==> src/rtl/uart_rx.sv <==
// uart_rx: 9N1 serial receiver (9 data bits LSB first, no parity, 1 stop bit,
// idle-high line). The asynchronous line is synchronised through two flops,
// a start is a falling edge seen while idle, and every bit is sampled at its
// midpoint.
//
// Ports:
//   clock          system clock, rising edge
//   reset_n        synchronous active-low reset
//   rx             serial line, asynchronous, idle high
//   data[8:0]      last good received word (bit 0 = first bit on the line)
//   valid          one-cycle pulse, data is new this cycle
//   framing_error  one-cycle pulse, stop bit sampled low, frame discarded
//   busy           high while a frame is being received
module uart_rx #(
  parameter int unsigned CLKS_PER_BIT = 434
) (
  input  logic       clock,
  input  logic       reset_n,
  input  logic       rx,
  output logic [8:0] data,
  output logic       valid,
  output logic       framing_error,
  output logic       busy
);

  localparam int unsigned NBITS = 9;
  localparam int unsigned CW    = $clog2(CLKS_PER_BIT);
  localparam int unsigned IW    = 4;
  localparam logic [CW-1:0] HALF_C = CW'((CLKS_PER_BIT - 1) / 2);
  localparam logic [CW-1:0] LAST_C = CW'(CLKS_PER_BIT - 1);
  localparam logic [IW-1:0] LAST_IDX_C = IW'(NBITS - 1);

  typedef enum logic [1:0] {
    S_IDLE,
    S_START,
    S_DATA,
    S_STOP
  } state_e;

  state_e           state_q, state_d;
  logic [CW-1:0]    cnt_q, cnt_d;
  logic [IW-1:0]    idx_q, idx_d;
  logic [NBITS-1:0] shift_q, shift_d;
  logic [NBITS-1:0] data_q, data_d;
  logic             valid_q, valid_d;
  logic             ferr_q, ferr_d;
  logic             busy_q, busy_d;
  logic             sync1_q, sync1_d;
  logic             sync2_q, sync2_d;
  logic             prev_q, prev_d;
  logic             rx_s;

  assign rx_s          = sync2_q;
  assign data          = data_q;
  assign valid         = valid_q;
  assign framing_error = ferr_q;
  assign busy          = busy_q;

  // State and datapath registers
  always_ff @(posedge clock) begin
    if (!reset_n) begin
      state_q <= S_IDLE;
      cnt_q   <= '0;
      idx_q   <= '0;
      shift_q <= '0;
      data_q  <= '0;
      valid_q <= 1'b0;
      ferr_q  <= 1'b0;
      busy_q  <= 1'b0;
      sync1_q <= 1'b0;
      sync2_q <= 1'b0;
      prev_q  <= 1'b0;
    end else begin
      state_q <= state_d;
      cnt_q   <= cnt_d;
      idx_q   <= idx_d;
      shift_q <= shift_d;
      data_q  <= data_d;
      valid_q <= valid_d;
      ferr_q  <= ferr_d;
      busy_q  <= busy_d;
      sync1_q <= sync1_d;
      sync2_q <= sync2_d;
      prev_q  <= prev_d;
    end
  end

  // Next-state and output logic
  always_comb begin
    state_d = state_q;
    cnt_d   = cnt_q;
    idx_d   = idx_q;
    shift_d = shift_q;
    data_d  = data_q;
    valid_d = 1'b0;
    ferr_d  = 1'b0;
    sync1_d = rx;
    sync2_d = sync1_q;
    prev_d  = sync2_q;

    case (state_q)
      S_IDLE: begin
        // Sync flops reset low, so a line held low through reset never
        // looks like a start: it must rise and then fall.
        if (!rx_s && prev_q) begin
          state_d = S_START;
          cnt_d   = '0;
        end
      end
      S_START: begin
        if (cnt_q == HALF_C) begin
          if (rx_s) begin
            state_d = S_IDLE;
          end else begin
            state_d = S_DATA;
            cnt_d   = '0;
            idx_d   = '0;
          end
        end else begin
          cnt_d = cnt_q + CW'(1);
        end
      end
      S_DATA: begin
        if (cnt_q == LAST_C) begin
          cnt_d          = '0;
          shift_d[idx_q] = rx_s;
          if (idx_q == LAST_IDX_C) begin
            state_d = S_STOP;
          end else begin
            idx_d = idx_q + IW'(1);
          end
        end else begin
          cnt_d = cnt_q + CW'(1);
        end
      end
      S_STOP: begin
        // Leaving at the stop midpoint lets a back-to-back start be caught.
        if (cnt_q == LAST_C) begin
          cnt_d   = '0;
          state_d = S_IDLE;
          if (rx_s) begin
            data_d  = shift_q;
            valid_d = 1'b1;
          end else begin
            ferr_d = 1'b1;
          end
        end else begin
          cnt_d = cnt_q + CW'(1);
        end
      end
      default: begin
        state_d = S_IDLE;
      end
    endcase

    busy_d = (state_d != S_IDLE);
  end

endmodule
==> config.mk <==
export PLATFORM = sky130hd
export DESIGN_NAME = uart_rx
export DESIGN_NICKNAME = d
export VERILOG_FILES = /design/src/rtl/uart_rx.sv
export SDC_FILE = /design/constraint.sdc
export NUM_CORES = 1
export LEC_CHECK = 0
export ABC_CLOCK_PERIOD_IN_PS = 4000
export CORE_ASPECT_RATIO = 0.9
export CORE_MARGIN = 2
export CORE_UTILIZATION = 40
export DETAILED_ROUTE_END_ITERATION = 16
export PLACE_DENSITY = 0.61
export SYNTH_ARGS = -nofsm -noshare
export SYNTH_HDL_FRONTEND = slang
export SYNTH_SLANG_ARGS = --single-unit
==> constraint.sdc <==
create_clock -name clock -period 4 [get_ports clock]
set_clock_uncertainty 0.15 [all_clocks]
set_input_delay 0.8 -clock clock [delete_from_list [all_inputs] [get_ports clock]]
set_output_delay 0.8 -clock clock [all_outputs]
set_load 0.005 [all_outputs]
After elaboration in Yosys (flattened, before gate mapping)
Cells that the tools add are included.
{"block": "classes", "n_eq_ne": 12, "n_addsub": 2, "reduce_logical": 12, "order_cmp": 2, "mux": 22}
{"cell": "2-to-1 mux 9 bit", "count": 4}
{"cell": "one-hot mux 9 bit (3 select lines)", "count": 1}
{"cell": "2-to-1 mux 4 bit", "count": 4}
{"cell": "2-to-1 mux 2 bit", "count": 6}
{"cell": "inequality test 2 bit (second input constant)", "count": 5}
{"cell": "adder 9 x 1 -> 9 bit (second input constant)", "count": 1}
{"cell": "bitwise mux 9 bit", "count": 1}
{"cell": "== test 9 x 8 -> 1 bit (second input constant)", "count": 1}
{"cell": "== test 9 bit (second input constant)", "count": 1}
{"cell": "one-hot mux 2 bit (4 select lines)", "count": 1}
{"cell": "one-hot mux 4 bit (2 select lines)", "count": 1}
{"cell": "AND reduction 3 bit", "count": 2}
{"cell": "less-than comparator 4 x 5 -> 1 bit (second input constant)", "count": 1}
{"cell": "AND reduction 5 bit", "count": 1}
{"cell": "adder 4 x 1 -> 4 bit (second input constant)", "count": 1}
{"cell": "demux 1 bit (select 4 bit)", "count": 1}
{"cell": "== test 2 bit (second input constant)", "count": 2}
{"cell": "== test 4 bit (second input constant)", "count": 1}
{"cell": ">= comparator 4 x 1 -> 1 bit (second input constant)", "count": 1}
{"cell": "AND reduction 2 bit", "count": 2}
{"cell": "nonzero test 2 bit", "count": 2}
{"cell": "2-to-1 mux 1 bit", "count": 3}
{"cell": "inequality test 3 bit (second input constant)", "count": 1}
{"cell": "== test 2 x 1 -> 1 bit (second input constant)", "count": 1}
{"cell": "4 further kinds", "count": 5}
{"block": "totals", "output_inout_bits": 12, "regBits": 39, "input_bits": 3}

Longest topological paths before layout
{"block": "depth", "depth_word": 5, "depth_mapped": 8, "ltp_nobuf": 7}

Least setup slack after synthesis
No wires, ideal clock.
{"block": "synth_path", "path_kind": "flip-flop to flip-flop", "from": "reg cnt_q[1]", "to": "reg data_q[4], in the netlist data[4]", "setup_time_ps": 116, "required_time_ps": 3734, "slack_ps": 2167, "stages_incl_launch_ff": 9, "t_arrival_ps": 1567, "path_buffers": 1, "period_less_slack_ps": 1833, "cell_sequence": "dfxtp_1 inv_1 ha_1 and4b_1 nand2_1 or3_1 buf_4 mux2i_1 nor2b_1"}
{"block": "synth_between", "elab_chain_len": 2}
{"item": "start: declaration", "line": "41", "source": "logic [CW-1:0] cnt_q, cnt_d;"}
{"item": "start signal: assignment", "line": "75", "source": "cnt_q <= cnt_d;"}
{"item": "== test 9 bit", "line": "138", "source": "if (cnt_q == LAST_C) begin"}
{"item": "AND reduction 3 bit (no line)"}
{"item": "end signal: assignment", "line": "78", "source": "data_q <= data_d;"}
{"item": "end: declaration", "line": "44", "source": "logic [NBITS-1:0] data_q, data_d;"}
No other way between the ends.
A chain may end at the register's enable or synchronous reset.

Final worst setup path
{"block": "layout_path", "from": "reg cnt_q[1]", "to": "reg data_q[3], in the netlist data[3]"}
Same word-level chain as after synthesis.

==> flow_results.org <==
** Setup path
- At the worst endpoint, the required time is 4030 ps.
- Worst R2R Setup Slack :: 1820 ps
- Data on the critical path arrives at its endpoint at 2210 ps.
- Cells along the critical path :: inv_1 > ha_1 > and4b_1 > nand2_1 > or3_1 > mux2i_1 > nor2_1
- Maximum fanout along the worst path :: 9
- Counting buffers and inverters, the worst setup path is 7 cells deep.
- Crit end category :: flop
- Slowest cell on crit path :: sky130_fd_sc_hd__or3_1
- Cell family contributing the most delay on the critical path :: simple AND/OR/NAND/NOR gates
- Counting both buffers and inverters, the worst setup path holds a total of 1.
- STA classifies the critical path startpoint as a flop.
- Termination of the worst setup path :: data[3]$_SDFFE_PN0P_
- The startpoint identified for the worst register-to-register timing path is cnt_q[1]$_SDFFE_PN0P_.
- Path type of the worst setup path :: reg2reg
- Worst R2R Path Depth :: 7
- On the worst path, the slowest cell contributes a delay of 610 ps.
- Worst setup startpoint :: cnt_q[1]$_SDFFE_PN0P_
- Reg-to-reg critical path endpoint :: data[3]$_SDFFE_PN0P_

** Power
- Total power per unit cell area :: 320.8 nW/µm²
- Summed over all cells, the static leakage comes to 0.7786 nW.
- Maximum vdd drop :: 0.0002312 V

** Drt
- Vias/cell :: 4.916
- DRC violation total after the first TritonRoute iteration :: 54
- Detailed-router iteration count before antenna repair :: 6
- For this run, design rule violations remaining after detail routing come to 0.
- Final wirelength :: 3.345 mm
- The count of nets left with antenna violations once routing finished came out at 0.
- Total via count after detailed routing :: 1347
- In the final routed layout, each cell accounts on average for 12.21 µm.

** Floorplanning
- Measured along the y axis, the die boundary spans 67.80 µm.
- Area enclosed by the die boundary :: 5078 µm²
- The region available for standard cell placement spans 4403 µm².
- The die is 74.89 µm wide.
- For this configuration, the core starts out at a cell density of 41.09%.
- Standard-cell rows :: 23
- Ports :: 15

** Synthesis
- Share of async-settable or async-resettable flops after synthesis :: 0%
- Parity-gate share of the synthesized area counting xor and xnor cells :: 3.389%
- By area the synthesized netlist is led by sky130_fd_sc_hd__dfxtp_1 (43%), sky130_fd_sc_hd__mux2i_1 (7.2%), sky130_fd_sc_hd__ha_1 (4.8%).
- Most instantiated library cell after synthesis :: sky130_fd_sc_hd__dfxtp_1
- In this run, synthesis inferred 0 flip-flops with an integrated enable.
- Sequential fraction of the synthesis area :: 43.15%
- Share of cell area taken by muxes after synthesis :: 7.192%
- In the synthesized netlist, the cells that appear most often are sky130_fd_sc_hd__dfxtp_1 (39), sky130_fd_sc_hd__nor2_1 (19), sky130_fd_sc_hd__mux2i_1 (13), sky130_fd_sc_hd__nand2_1 (13), sky130_fd_sc_hd__nor2b_1 (12).
- Largest family of logic cells by synthesized area :: simple AND/OR/NAND/NOR gates
- When the netlist entered floorplanning its net count stood at 205.
- Area share of fa/ha/maj cells after synthesis :: 4.841%
- Leading area contributor after synthesis :: sky130_fd_sc_hd__dfxtp_1
- The synthesized netlist devotes 10.58% of its cell area to compound gates.
- Synth Area in Simple Gates :: 27.94%
- The synthesized design devotes to its leading area cell type 43.15% of total area.
- Summing every instance area after synthesis gives 1809 µm².
- Synthesized area divided by synthesized cell count :: 9.278 µm²
- Yosys mapped the design onto 43 distinct sky130hd cell types.
- Prevailing post-synth register cell :: sky130_fd_sc_hd__dfxtp_1
- After synthesis the netlist holds a flip-flop and latch count of 39.
- Syn Inst Count :: 195
- The Yosys step of the flow raised 0 warnings.

** Final layout
- N_diodes :: 0
- Fraction of layout instances using a drive strength above 1 :: 8.491%
- After the last flow step, the layout net total stands at 221.
- Area Growth Syn to Fin :: 15.49%
- Once layout is complete, the utilization of the core stands at 47.46%.

** GRT
- Via count of the first global-routing pass :: 1256
- Aggregate global routing overflow :: 0
- The first global-routing pass estimated 5.899 mm of wire.
- GRT Total Usage :: 15.63%
- Initial antenna violation count :: 0
- Entering global routing, the biggest net connects 26 pins.

** Timing
- Unrepaired setup endpoints after global routing :: false
- Slew at the pin with the worst max-slew slack :: 578.7 ps
- Setup violations remaining at the end of the flow were counted as 0.
- Adding up every negative setup slack in the final design gives 0 ps.
- Final hold vios :: 0
- Final critical-path share of the clock period :: 54.44%
- Max Clk Rate :: 459.2 MHz
- Max Transition Viols Final :: 0
- Headroom to the max-slew limit :: 61.34%
- Counting I/O delays and the setup requirement, the final critical path takes 2178 ps.

** CTS
- Number of hold buffers added after cts :: 0
- Counting the buffers created by CTS gives 5.
- Clock tree synthesis selected as its root buffer the cell sky130_fd_sc_hd__clkbuf_8.
- The H-tree generated during clock tree synthesis spans 2 levels.
- Once the clock tree was built, the setup fixing pass inserted 0 buffers.
- Post-CTS Resized :: 0
- Counting every sink on the clock net gives 39.
- After clock tree synthesis, the clock-pin slew on the worst setup and hold paths is 70 ps.
- TritonCTS built the clock tree.
- The longest clock path from root to sink contains 2 buffers.
- Clock network latency to the later pin of the worst-skew pair :: 290 ps

** Placement
- Input/output buffers :: 14
- At the end of routability-driven placement, the weighted congestion stood at 0.7689.
- Detailed placement finished with a half-perimeter wire length of 2.381 mm.

** Status
- Run status :: finished clean

** Worst hold path
- Worst hold-check path type :: reg2reg

** Run
- Max Cap Violations :: 0
cell usage in the layout (no fill, tap or decap), types with 2 or more instances in the layout:
master                            Yosys  layout
sky130_fd_sc_hd__xnor2_1              7       7
sky130_fd_sc_hd__and3_1               3       3
sky130_fd_sc_hd__nor2b_1             12      12
sky130_fd_sc_hd__or2_2                3       3
sky130_fd_sc_hd__a21bo_2              2       2
sky130_fd_sc_hd__clkbuf_8             0       5
sky130_fd_sc_hd__nand3_1              6       6
sky130_fd_sc_hd__nor3_1              11      11
sky130_fd_sc_hd__clkbuf_1             5       2
sky130_fd_sc_hd__ha_1                 7       7
sky130_fd_sc_hd__a31oi_1              2       2
sky130_fd_sc_hd__dfxtp_1             39      39
sky130_fd_sc_hd__a21oi_1              2       2
sky130_fd_sc_hd__or3_1                3       3
sky130_fd_sc_hd__nand2b_1             3       3
sky130_fd_sc_hd__nand2_1             13      13
sky130_fd_sc_hd__nand4b_1             2       2
sky130_fd_sc_hd__inv_1                6       6
sky130_fd_sc_hd__nand4_1              3       3
sky130_fd_sc_hd__a22oi_1              2       2
sky130_fd_sc_hd__mux2i_1             13      13
sky130_fd_sc_hd__clkdlybuf4s50_1      0      14
sky130_fd_sc_hd__a21boi_0             6       6
sky130_fd_sc_hd__and2_1               4       4
sky130_fd_sc_hd__nor2_1              19      19
sky130_fd_sc_hd__o21a_1               3       3
area by class of cell:
type,count,area (µm²)
Fill cell,437,2313
Sequential cell,39,780.7
Inverter,7,26.28
Clock buffer,7,76.32
Timing Repair Buffer,15,147.6
Clock inverter,1,5.005
Tap cell,62,77.57
Multi-Input combinational cell,143,975.9
per-stage QoR:
step	total power, mW	hold WS, ps	cell area [µm²]	instances	worst slack [ps]
floorplan	0.4162	261.9	1809	195	2167
global placement	0.4250	265.7	2008	266	1547
detailed placement	0.4250	268.3	2008	266	1501
CTS	0.6804	288.0	2090	274	1795
global route	0.6964	323.5	2090	274	1650
finish	0.6702	286.8	2090	274	1822
state kept, by name, summed over array words and instances, names as in the netlist:
register / flops
cnt_q: 9
data: 9
shift_q: 9
idx_q: 4
state_q: 2
busy: 1
framing_error: 1
prev_d: 1
prev_q: 1
sync1_q: 1
valid: 1
metal layers:
metal  track usage [%]  share of wire [%]
met1             20.81                 52
met4             7.366                2.1
met5                 0                  0
met3             4.627                3.2
met2             23.03                 43
cell families (layout without fill, tap and decap cells):
logic type                 Yosys count  after routing
AOI/OAI and AO/OA                   25             25
adders and majority gates            7              7
buffers and inverters               13             30
and+or+nand+nor                     91             91
xor gates and xnor gates             7              7
DFF                                 39             39
muxes                               13             13
power by group:
group          switching, mW  internal (mW)  total, mW
logic                 0.0126        0.00909     0.0217
registers            0.00311          0.391      0.394
clock network          0.132          0.122      0.255
how the worst min path moves through the flow:
| stage | cells after the start | start | endpoint |
|---|---|---|---|
| floorplan | 1 | sync1_q$_SDFF_PN0_ | prev_d$_SDFF_PN0_ |
| global placement | 1 | sync1_q$_SDFF_PN0_ | prev_d$_SDFF_PN0_ |
| detailed placement | 1 | sync1_q$_SDFF_PN0_ | prev_d$_SDFF_PN0_ |
| CTS | 1 | sync1_q$_SDFF_PN0_ | prev_d$_SDFF_PN0_ |
| global route | 1 | sync1_q$_SDFF_PN0_ | prev_d$_SDFF_PN0_ |
| finish | 1 | sync1_q$_SDFF_PN0_ | prev_d$_SDFF_PN0_ |
(Power assumes the default switching activity.)
